### config.mk
export PLATFORM = sky130hd
export DESIGN_NAME = wb_burst_fill_flat
export DESIGN_NICKNAME = d
export VERILOG_FILES = /design/src/rtl/wb_burst_fill_if.sv /design/src/rtl/wb_burst_fill.sv /design/src/flat_wrapper.sv
export SDC_FILE = /design/constraint.sdc
export NUM_CORES = 1
export LEC_CHECK = 0
export ABC_AREA = 1
export BUFFER_PORTS_ARGS = -buffer_cell sky130_fd_sc_hd__buf_2
export CORE_UTILIZATION = 47
export DETAILED_ROUTE_END_ITERATION = 8
export GPL_ROUTABILITY_DRIVEN = 0
export PLACE_DENSITY = 0.77
export SYNTH_ARGS = -nofsm -noshare
export SYNTH_HDL_FRONTEND = slang
export SYNTH_SLANG_ARGS = --single-unit
### constraint.sdc
create_clock -name wb_clk_i -period 1.7 [get_ports wb_clk_i]
set_input_delay 0 -clock wb_clk_i [delete_from_list [all_inputs] [get_ports wb_clk_i]]
set_output_delay 0 -clock wb_clk_i [all_outputs]
set_load 0.01 [all_outputs]
### src/rtl/wb_burst_fill_if.sv
// Wishbone B3 master/slave bundle used between wb_burst_fill and the burst RAM.
interface wb_burst_fill_if #(
    parameter int aw = 23
);
    logic [aw-1:0] wb_adr_o;
    logic [31:0]   wb_dat_o;
    logic [3:0]    wb_sel_o;
    logic          wb_we_o;
    logic          wb_cyc_o;
    logic          wb_stb_o;
    logic [2:0]    wb_cti_o;
    logic [1:0]    wb_bte_o;
    logic [31:0]   wb_dat_i;
    logic          wb_ack_i;
    logic          wb_err_i;
    logic          wb_rty_i;

    modport master (
        output wb_adr_o, wb_dat_o, wb_sel_o, wb_we_o, wb_cyc_o, wb_stb_o, wb_cti_o, wb_bte_o,
        input  wb_dat_i, wb_ack_i, wb_err_i, wb_rty_i
    );

    modport slave (
        input  wb_adr_o, wb_dat_o, wb_sel_o, wb_we_o, wb_cyc_o, wb_stb_o, wb_cti_o, wb_bte_o,
        output wb_dat_i, wb_ack_i, wb_err_i, wb_rty_i
    );
endinterface

### src/rtl/wb_burst_fill.sv
// Wishbone burst master: critical-word-first wrapping line fill or single classic write,
// with per-beat timeout and clean cycle termination on ack, err/rty or timeout.
//
//   state    | meaning
//   st_idle  | ready for a client request, bus idle
//   st_fill  | wrapping read burst in progress, words streamed to client
//   st_write | single classic write in progress
//   st_end   | one-cycle bus gap, done_o (and err_o) reported
module wb_burst_fill #(
    parameter int aw        = 23,
    parameter int dw        = 32,
    parameter int burst_len = 8,
    parameter int timeout   = 255
) (
    input  logic          wb_clk_i,
    input  logic          wb_rst_i,
    input  logic          req_valid_i,
    output logic          req_ready_o,
    input  logic          req_we_i,
    input  logic [aw-1:0] req_adr_i,
    input  logic [dw-1:0] req_dat_i,
    input  logic [3:0]    req_sel_i,
    output logic          rd_valid_o,
    output logic [dw-1:0] rd_dat_o,
    output logic [3:0]    rd_idx_o,
    output logic          rd_last_o,
    output logic          done_o,
    output logic          err_o,
    wb_burst_fill_if.master wb
);
    localparam int iw = $clog2(burst_len);
    localparam logic [iw-1:0] last_beat = iw'(burst_len - 1);
    localparam logic [7:0]    tmo_last  = 8'(timeout - 1);
    localparam logic [1:0]    bte_burst = (burst_len == 4)  ? 2'b01 :
                                          (burst_len == 16) ? 2'b11 : 2'b10;

    localparam logic [1:0] st_idle  = 2'd0;
    localparam logic [1:0] st_fill  = 2'd1;
    localparam logic [1:0] st_write = 2'd2;
    localparam logic [1:0] st_end   = 2'd3;

    logic [1:0]       state_q;
    logic [aw-1:iw+2] adr_hi_q;
    logic [iw-1:0]    idx_q;
    logic [dw-1:0]    dat_q;
    logic [3:0]       sel_q;
    logic [iw-1:0]    beat_q;
    logic [7:0]       tmo_q;
    logic             err_q;
    logic             rd_valid_q;
    logic [dw-1:0]    rd_dat_q;
    logic [iw-1:0]    rd_idx_q;
    logic             rd_last_q;

    logic in_fill;
    logic in_write;
    logic bus_err;
    logic tmo_hit;
    logic unused_adr_lsb;

    assign in_fill        = (state_q == st_fill);
    assign in_write       = (state_q == st_write);
    assign bus_err        = wb.wb_err_i | wb.wb_rty_i;
    assign tmo_hit        = (tmo_q == tmo_last);
    assign unused_adr_lsb = ^req_adr_i[1:0];

    always_ff @(posedge wb_clk_i or negedge wb_rst_i) begin
        if (!wb_rst_i) begin
            state_q    <= st_idle;
            adr_hi_q   <= '0;
            idx_q      <= '0;
            dat_q      <= '0;
            sel_q      <= '0;
            beat_q     <= '0;
            tmo_q      <= '0;
            err_q      <= 1'b0;
            rd_valid_q <= 1'b0;
            rd_dat_q   <= '0;
            rd_idx_q   <= '0;
            rd_last_q  <= 1'b0;
        end else begin
            rd_valid_q <= 1'b0;
            rd_last_q  <= 1'b0;
            case (state_q)
                st_idle: begin
                    if (req_valid_i) begin
                        adr_hi_q <= req_adr_i[aw-1:iw+2];
                        idx_q    <= req_adr_i[iw+1:2];
                        dat_q    <= req_dat_i;
                        sel_q    <= req_sel_i;
                        beat_q   <= '0;
                        tmo_q    <= '0;
                        err_q    <= 1'b0;
                        state_q  <= req_we_i ? st_write : st_fill;
                    end
                end
                st_fill: begin
                    // err/rty takes priority over a simultaneous ack; that beat is dropped
                    if (bus_err) begin
                        err_q   <= 1'b1;
                        state_q <= st_end;
                    end else if (wb.wb_ack_i) begin
                        rd_valid_q <= 1'b1;
                        rd_dat_q   <= wb.wb_dat_i;
                        rd_idx_q   <= idx_q;
                        rd_last_q  <= (beat_q == last_beat);
                        idx_q      <= idx_q + 1'b1;
                        beat_q     <= beat_q + 1'b1;
                        tmo_q      <= '0;
                        if (beat_q == last_beat) state_q <= st_end;
                    end else if (tmo_hit) begin
                        err_q   <= 1'b1;
                        state_q <= st_end;
                    end else begin
                        tmo_q <= tmo_q + 1'b1;
                    end
                end
                st_write: begin
                    if (bus_err || (!wb.wb_ack_i && tmo_hit)) begin
                        err_q   <= 1'b1;
                        state_q <= st_end;
                    end else if (wb.wb_ack_i) begin
                        state_q <= st_end;
                    end else begin
                        tmo_q <= tmo_q + 1'b1;
                    end
                end
                default: state_q <= st_idle;
            endcase
        end
    end

    // Gated by reset so the client sees no ready while the block is held in reset
    assign req_ready_o = (state_q == st_idle) & wb_rst_i;
    assign rd_valid_o  = rd_valid_q;
    assign rd_dat_o    = rd_dat_q;
    assign rd_idx_o    = 4'(rd_idx_q);
    assign rd_last_o   = rd_last_q;
    assign done_o      = (state_q == st_end);
    assign err_o       = (state_q == st_end) & err_q;

    assign wb.wb_cyc_o = in_fill | in_write;
    assign wb.wb_stb_o = in_fill | in_write;
    assign wb.wb_we_o  = in_write;
    assign wb.wb_adr_o = {adr_hi_q, idx_q, 2'b00};
    assign wb.wb_dat_o = dat_q;
    assign wb.wb_sel_o = in_fill ? 4'hf : (in_write ? sel_q : 4'h0);
    assign wb.wb_cti_o = in_fill ? ((beat_q == last_beat) ? 3'b111 : 3'b010) : 3'b000;
    assign wb.wb_bte_o = in_fill ? bte_burst : 2'b00;
endmodule
### src/flat_wrapper.sv
// flat-port wrapper written by rule: the top's interface ports become plain ports
module wb_burst_fill_flat 
#(
    parameter int aw        = 23,
    parameter int dw        = 32,
    parameter int burst_len = 8,
    parameter int timeout   = 255
)
  (wb_clk_i, wb_rst_i, req_valid_i, req_ready_o, req_we_i, req_adr_i, req_dat_i, req_sel_i, rd_valid_o, rd_dat_o, rd_idx_o, rd_last_o, done_o, err_o, wb_wb_adr_o, wb_wb_dat_o, wb_wb_sel_o, wb_wb_we_o, wb_wb_cyc_o, wb_wb_stb_o, wb_wb_cti_o, wb_wb_bte_o, wb_wb_dat_i, wb_wb_ack_i, wb_wb_err_i, wb_wb_rty_i);
  wb_burst_fill_if #(.aw(aw)) wb_i ();
  input  logic wb_clk_i;
  input  logic wb_rst_i;
  input  logic req_valid_i;
  output logic req_ready_o;
  input  logic req_we_i;
  input  logic [aw-1:0] req_adr_i;
  input  logic [dw-1:0] req_dat_i;
  input  logic [3:0] req_sel_i;
  output logic rd_valid_o;
  output logic [dw-1:0] rd_dat_o;
  output logic [3:0] rd_idx_o;
  output logic rd_last_o;
  output logic done_o;
  output logic err_o;
  output wire logic [$bits(wb_i.wb_adr_o)-1:0] wb_wb_adr_o;
  output wire logic [$bits(wb_i.wb_dat_o)-1:0] wb_wb_dat_o;
  output wire logic [$bits(wb_i.wb_sel_o)-1:0] wb_wb_sel_o;
  output wire logic [$bits(wb_i.wb_we_o)-1:0] wb_wb_we_o;
  output wire logic [$bits(wb_i.wb_cyc_o)-1:0] wb_wb_cyc_o;
  output wire logic [$bits(wb_i.wb_stb_o)-1:0] wb_wb_stb_o;
  output wire logic [$bits(wb_i.wb_cti_o)-1:0] wb_wb_cti_o;
  output wire logic [$bits(wb_i.wb_bte_o)-1:0] wb_wb_bte_o;
  input wire logic [$bits(wb_i.wb_dat_i)-1:0] wb_wb_dat_i;
  input wire logic [$bits(wb_i.wb_ack_i)-1:0] wb_wb_ack_i;
  input wire logic [$bits(wb_i.wb_err_i)-1:0] wb_wb_err_i;
  input wire logic [$bits(wb_i.wb_rty_i)-1:0] wb_wb_rty_i;
  assign wb_wb_adr_o = wb_i.wb_adr_o;
  assign wb_wb_dat_o = wb_i.wb_dat_o;
  assign wb_wb_sel_o = wb_i.wb_sel_o;
  assign wb_wb_we_o = wb_i.wb_we_o;
  assign wb_wb_cyc_o = wb_i.wb_cyc_o;
  assign wb_wb_stb_o = wb_i.wb_stb_o;
  assign wb_wb_cti_o = wb_i.wb_cti_o;
  assign wb_wb_bte_o = wb_i.wb_bte_o;
  assign wb_i.wb_dat_i = wb_wb_dat_i;
  assign wb_i.wb_ack_i = wb_wb_ack_i;
  assign wb_i.wb_err_i = wb_wb_err_i;
  assign wb_i.wb_rty_i = wb_wb_rty_i;
  wb_burst_fill #(.aw(aw), .dw(dw), .burst_len(burst_len), .timeout(timeout)) u_core (.wb_clk_i(wb_clk_i), .wb_rst_i(wb_rst_i), .req_valid_i(req_valid_i), .req_ready_o(req_ready_o), .req_we_i(req_we_i), .req_adr_i(req_adr_i), .req_dat_i(req_dat_i), .req_sel_i(req_sel_i), .rd_valid_o(rd_valid_o), .rd_dat_o(rd_dat_o), .rd_idx_o(rd_idx_o), .rd_last_o(rd_last_o), .done_o(done_o), .err_o(err_o), .wb(wb_i));
endmodule
==> results.json, run 1 <==
{
  "status": "complete, no violations",
  "power_density_nw_per_um2": 1590,
  "rsz0062_at_grt": "false",
  "synth-seq-area-share_pct": 57.3,
  "mappedNetlistArea_um2": 4710,
  "power.leakage_nw": 3.72,
  "ys.flop_type": "dfrtp_1",
  "skew_ns": 0.0141,
  "rrSetupSlack_ns": 0.10,
  "antenna_found_initial": 0,
  "clockBufferDepth": 2,
  "vias_per_cell": 4.84,
  "rows": 36,
  "drt-initial-drc-count": 126,
  "cp-end-kind": "async pin",
  "synth_edf_count": 0,
  "hold_path_class": "in2reg",
  "stdcell_count": 888,
  "htreeDepth": 3,
  "yosys.area.top_type_share_pct": 57.3,
  "clock-sinks": 108,
  "crit_type": "in2async",
  "layout-drive-gt1-share_pct": 41.5,
  "synth_seq_cells": 108,
  "core_um2": 9730,
  "portBuffers": 199,
  "period_share_pct": 95.2,
  "pin_count": 206,
  "start_kind": "input port",
  "worstReg2RegEnd": "u_core.tmo_q[2]$_DFFE_PN0P_",
  "path_clk_slew_ns": 0.10,
  "clockRootBuffer": "clkbuf_8",
  "hold_end": "u_core.rd_idx_q[1]$_DFFE_PN0P_",
  "start_util_pct": 48.5,
  "yosys.cell_types.count": 28,
  "critPathMaxFanout": 10,
  "hold_violations": 0,
  "grt_pass1_wl_mm": 20.4,
  "final_nets": 856,
  "holdPathStages": 5,
  "num_vias": 4295,
  "clkLatencyLatePin_ns": 0.39,
  "dp_cells": 776,
  "wirelength_mm": 13.2,
  "cp_common_cell": "dlygate4sd3_1",
  "wl_per_cell_um": 14.8,
  "grt_start_max_net_pins": 56,
  "cts_buffers": 9,
  "final_antenna_net_count": 0,
  "dr.pass1.iters": 5,
  "hpwl_mm": 7.97,
  "vdd_ir_drop_max_uv": 1270,
  "cpMaxStageDelayCell": "dlygate4sd3_1",
  "fin_crit_ns": 1.62,
  "synth.area.top_cells": "dfrtp_1 57%, nand2_1 13%, mux2_2 13%",
  "syn_inst": 452,
  "tns_ns": 0,
  "crit_chain": "dlygate4sd3_1 > dlygate4sd3_1 > buf_4 > dlygate4sd3_1",
  "grt_pass1_vias": 4308,
  "synthArstFlopShare_pct": 100,
  "ys_warn_count": 0,
  "cap_violations": 0,
  "cts_tree": "done",
  "drc_errors": 0,
  "die_height_um": 102,
  "ys_top_cells_by_count": "160 x nand2_1, 108 x dfrtp_1, 53 x mux2_2",
  "area_growth_pct": 49.5,
  "die_area_um2": 10400,
  "syn_avg_cell_area_um2": 10.4,
  "yosysMostFrequentCell": "nand2_1",
  "holdCritStartpoint": "wb_wb_err_i",
  "die_w_um": 102,
  "cpPeakStageDelay_ns": 0.87,
  "grt_usage_pct": 26.1,
  "grt_overflow": 0,
  "cp.required_ns": 2.22,
  "r2r_start": "u_core.state_q[0]$_DFFE_PN0P_",
  "cp.arrival_ns": 2.14,
  "slew_violations": 0,
  "r2r_cells": 9,
  "synth_top_cell_by_area": "dfrtp_1",
  "setup_viol": 0,
  "clock.fmax_ghz": 0.618
}
==> worst max-delay path by stage <==
| stage | startpoint | endpoint | slack (ns) | cells past startpoint |
|---|---|---|---|---|
| 2_1_floorplan | u_core.state_q[1]$_DFFE_PN0P_ | u_core.rd_dat_o[11]$_DFFE_PN0P_ | 0.18 | 10 |
| 3_3_place_gp | u_core.state_q[1]$_DFFE_PN0P_ | u_core.tmo_q[0]$_DFFE_PN0P_ | 0.1 | 9 |
| 3_5_place_dp | u_core.state_q[1]$_DFFE_PN0P_ | u_core.tmo_q[0]$_DFFE_PN0P_ | 0.02 | 9 |
| 4_1_cts | u_core.state_q[0]$_DFFE_PN0P_ | wb_wb_sel_o[2] | 0.03 | 5 |
| 5_1_grt | u_core.state_q[1]$_DFFE_PN0P_ | wb_wb_sel_o[2] | 0.0009 | 6 |
| 6_report | wb_rst_i | u_core.adr_hi_q[14]$_DFFE_PN0P_ | 0.08 | 4 |
==> metrics by stage <==
step	util (%)	hold slack (ns)	power, mW	setup WS [ns]	instance area (um2)
6_report	72.4	0.0610	11.2	0.0817	7050
5_1_grt	72.4	0.0883	12.0	0.000862	7040
4_1_cts	71.8	0.0439	11.0	0.0270	6990
3_5_place_dp	60.4	-0.113	9.27	0.0178	5870
3_3_place_gp	60.4	-0.122	9.05	0.0979	5870
2_1_floorplan	-	-0.296	7.25	0.177	4730
==> critical path: cells and delay by family <==
kind	cells	cell delay, ns
buf+inv	4	2.14
==> cell families after synthesis <==
logic type / synth area share (%)
AO/OA/AOI/OAI: 2.15
XOR/XNOR: 0.557
adder cells (fa/ha/maj): 2.39
buffers and inverters: 4.86
flip-flops: 57.3
multiplexers: 12.7
other: 0.0795
AND/OR/NAND/NOR: 20.0
==> flip-flops by register name, summed over array words and instances (netlist names) <==
name                count
u_core.rd_valid_o       1
u_core.wb.wb_dat_o     32
u_core.rd_idx_q         3
u_core.err_q            1
u_core.adr_hi_q        18
u_core.state_q          2
u_core.rd_dat_o        32
u_core.sel_q            4
u_core.beat_q           3
u_core.idx_q            3
u_core.rd_last_o        1
u_core.tmo_q            8
==> power by group <==
group / internal (mW) / leakage (nW) / total, mW / switching, mW
clock network: 0.583 / 0.0906 / 1.49 / 0.906
registers: 3.75 / 1.33 / 4.45 / 0.704
logic: 2.48 / 2.30 / 5.25 / 2.77
==> final cells by class <==
type | count | area (um2)
Sequential cell | 108 | 2710
Fill cell | 703 | 2680
Timing Repair Buffer | 306 | 2070
Multi-Input combinational cell | 302 | 1830
Tap cell | 133 | 166
Clock buffer | 10 | 138
Inverter | 22 | 82.6
Clock inverter | 6 | 45.0
Antenna cell | 1 | 2.50
==> cells in the final DEF, fill, tap and decap left out, drive strengths merged <==
cell and instances:
nand3 9, dfrtp 108, inv 24, dlygate4sd3 93, clkinv 2, clkbuf 10, mux2 53, xor2 2
ha 9, buf 213, clkinvlp 2, diode 1, or2 1, nand2 167, nor2 27, a21oi 2
nand4 10, o21ai 16, xnor2 1, o31ai 1, conb 4
==> timing repair <==
action                                  4_1_cts  5_1_grt
hold buffers                                 93        0
resized for setup                             2       10
gates cloned                                  0        0
buffers inserted                              0        2
pin swaps                                     0        0
endpoints found under the setup margin        3       34
endpoints found under the hold margin       199        0
==> metal layers <==
metal,vias to the layer above,share of wire [%],global-route usage [%]
li1,2028,-,-
met3,30,6.1,8.34
met1,2055,38,29.4
met2,182,53,45.4
met5,-,0,0
met4,0,2.7,11.0
No activity file was read; power rests on OpenSTA's default activity.
==> run 2, diff against run 1 <==
--- a/config.mk
+++ b/config.mk
@@ -7,10 +7,11 @@
 export LEC_CHECK = 0
 export ABC_AREA = 1
 export BUFFER_PORTS_ARGS = -buffer_cell sky130_fd_sc_hd__buf_2
-export CORE_UTILIZATION = 47
+export CORE_UTILIZATION = 49
+export CTS_BUF_LIST = sky130_fd_sc_hd__clkbuf_8
 export DETAILED_ROUTE_END_ITERATION = 8
 export GPL_ROUTABILITY_DRIVEN = 0
-export PLACE_DENSITY = 0.77
+export PLACE_DENSITY = 0.8
 export SYNTH_ARGS = -nofsm -noshare
 export SYNTH_HDL_FRONTEND = slang
 export SYNTH_SLANG_ARGS = --single-unit
==> results.json, run 2 (synthesized netlist as in run 1, its figures left out) <==
{
  "status": "complete, no violations",
  "sw_frac_of_total_pct": 39.1,
  "power_density_nw_per_um2": 1600,
  "worst_slack_ns": 0.0372,
  "cp.arrival_ns": 1.66,
  "cts_buffers": 9,
  "dr.pass1.iters": 4,
  "final_cell_mix": "198 x buf_2, 156 x nand2_1, 108 x dfrtp_1",
  "clkLatencyLatePin_ns": 0.36,
  "rows": 35,
  "stdcell_count": 884,
  "clock_power_share_pct": 13.7,
  "cap_violations": 0,
  "placed_area_um2": 5840,
  "drc_errors": 0,
  "cp.required_ns": 1.70,
  "period_share_pct": 97.8,
  "grt_start_max_net_pins": 56,
  "dp_slack_ns": -0.0445,
  "vdd_ir_drop_max_uv": 1020,
  "start_util_pct": 50.8,
  "clockBufferDepth": 2,
  "dp_cells": 769,
  "grt_pass1_wl_mm": 21.4,
  "slew_violations": 0,
  "tns_ns": 0,
  "nFillCells": 636,
  "die_area_um2": 10000,
  "die_height_um": 100,
  "stdcell_area_um2": 7030,
  "skew_ns": 0.00845,
  "final_nets": 856,
  "p_sw_mw": 4.39,
  "wirelength_mm": 13.2,
  "grt_pass1_vias": 4544,
  "final_common_cell": "buf_2",
  "rsz0062_at_grt": "true",
  "setup_viol": 0,
  "antenna_found_initial": 0,
  "wl_per_cell_um": 14.9,
  "htreeDepth": 3,
  "p_int_mw": 6.83,
  "start_kind": "flop",
  "portBuffers": 199,
  "clock.fmax_ghz": 0.601,
  "clock-sinks": 108,
  "critPathMaxFanout": 9,
  "crit_type": "reg2out",
  "p_comb_share_pct": 47.0,
  "grt_usage_pct": 27.5,
  "hpwl_mm": 7.95,
  "hold_path_class": "in2async",
  "power_frac_seq_pct": 39.3,
  "final_antenna_net_count": 0,
  "core_um2": 9280,
  "layout-drive-gt1-share_pct": 41.8,
  "totalPowerFinal_mw": 11.2,
  "power.leakage_nw": 3.73,
  "clockRootBuffer": "clkbuf_8",
  "path_clk_slew_ns": 0.10,
  "hold_violations": 0,
  "vias_per_cell": 4.84,
  "grt_overflow": 0,
  "cp-end-kind": "output port",
  "drt-initial-drc-count": 147,
  "num_vias": 4280,
  "fin_crit_ns": 1.66,
  "pin_count": 206,
  "cts_tree": "done",
  "die_w_um": 100,
  "area_growth_pct": 49.0
}
## run 2: final cells by class
cell class                 count  area (um2)  area share, %
tap                          129         161           2.30
sequential                   108        2700           38.5
inverter                      22        87.6           1.25
clock buffer                  11         151           2.15
clock inverter                 5        41.3          0.588
antenna                        1        2.50         0.0356
timing repair buffer         306        2060           29.4
multi-input combinational    302        1810           25.8
## run 2: final timing paths
check / startpoint / end / slack, ns / depth (start not counted)
hold reg to reg: u_core.rd_dat_o[28]$_DFFE_PN0P_ / u_core.rd_dat_o[28]$_DFFE_PN0P_ / 0.48 / 2
setup / recovery: u_core.state_q[0]$_DFFE_PN0P_ / wb_wb_sel_o[2] / 0.04 / 5
min in group wb_clk_i: req_adr_i[2] / u_core.idx_q[0]$_DFFE_PN0P_ / 0.04 / 5
setup reg to reg: u_core.state_q[1]$_DFFE_PN0P_ / u_core.tmo_q[1]$_DFFE_PN0P_ / 0.06 / 9
hold / removal: wb_rst_i / u_core.rd_idx_q[0]$_DFFE_PN0P_ / 0.02 / 2
max in group asynchronous: wb_rst_i / u_core.wb.wb_dat_o[20]$_DFFE_PN0P_ / 1.03 / 3
## run 2: timing repair
action | in CTS | in global routing
setup buffers | 4 | 4
hold buffers | 90 | 0
endpoints found under the setup margin | 41 | 88
pin swaps | 1 | 2
resized for setup | 3 | 8
hold endpoints to repair | 198 | 0
## run 2: worst max-delay path, cell delays in order (launching register included)
cell     delay [ns]
dfrtp_1        0.41
inv_1          0.10
ha_2           0.32
inv_1          0.09
o21ai_0        0.21
buf_2          0.18
## run 2: power groups by stage
stage	Combinational (mW)	Clock, mW	Sequential (mW)
floorplan	2.38	0	4.87
global placement	4.62	0	4.33
detailed placement	4.79	0	4.39
CTS	5.08	1.56	4.35
global route	5.76	1.67	4.55
finish	5.28	1.53	4.41
## run 2: through the flow
stage / hold slack (ns) / util, %
3_3_place_gp: -0.144 / 63.0
2_1_floorplan: -0.296 / -
6_report: 0.0209 / 75.7
5_1_grt: 0.0178 / 75.6
3_5_place_dp: -0.143 / 63.0
4_1_cts: 0.0162 / 75.1
## run 2: metal layers
metal  vias up  GRT usage [%]  wire length [um]
met2       168           49.8              6960
li1       2028              -                 -
met5         -              0                 0
met3        43           6.06               651
met1      2041           30.6              5030
met4         0           13.2               528
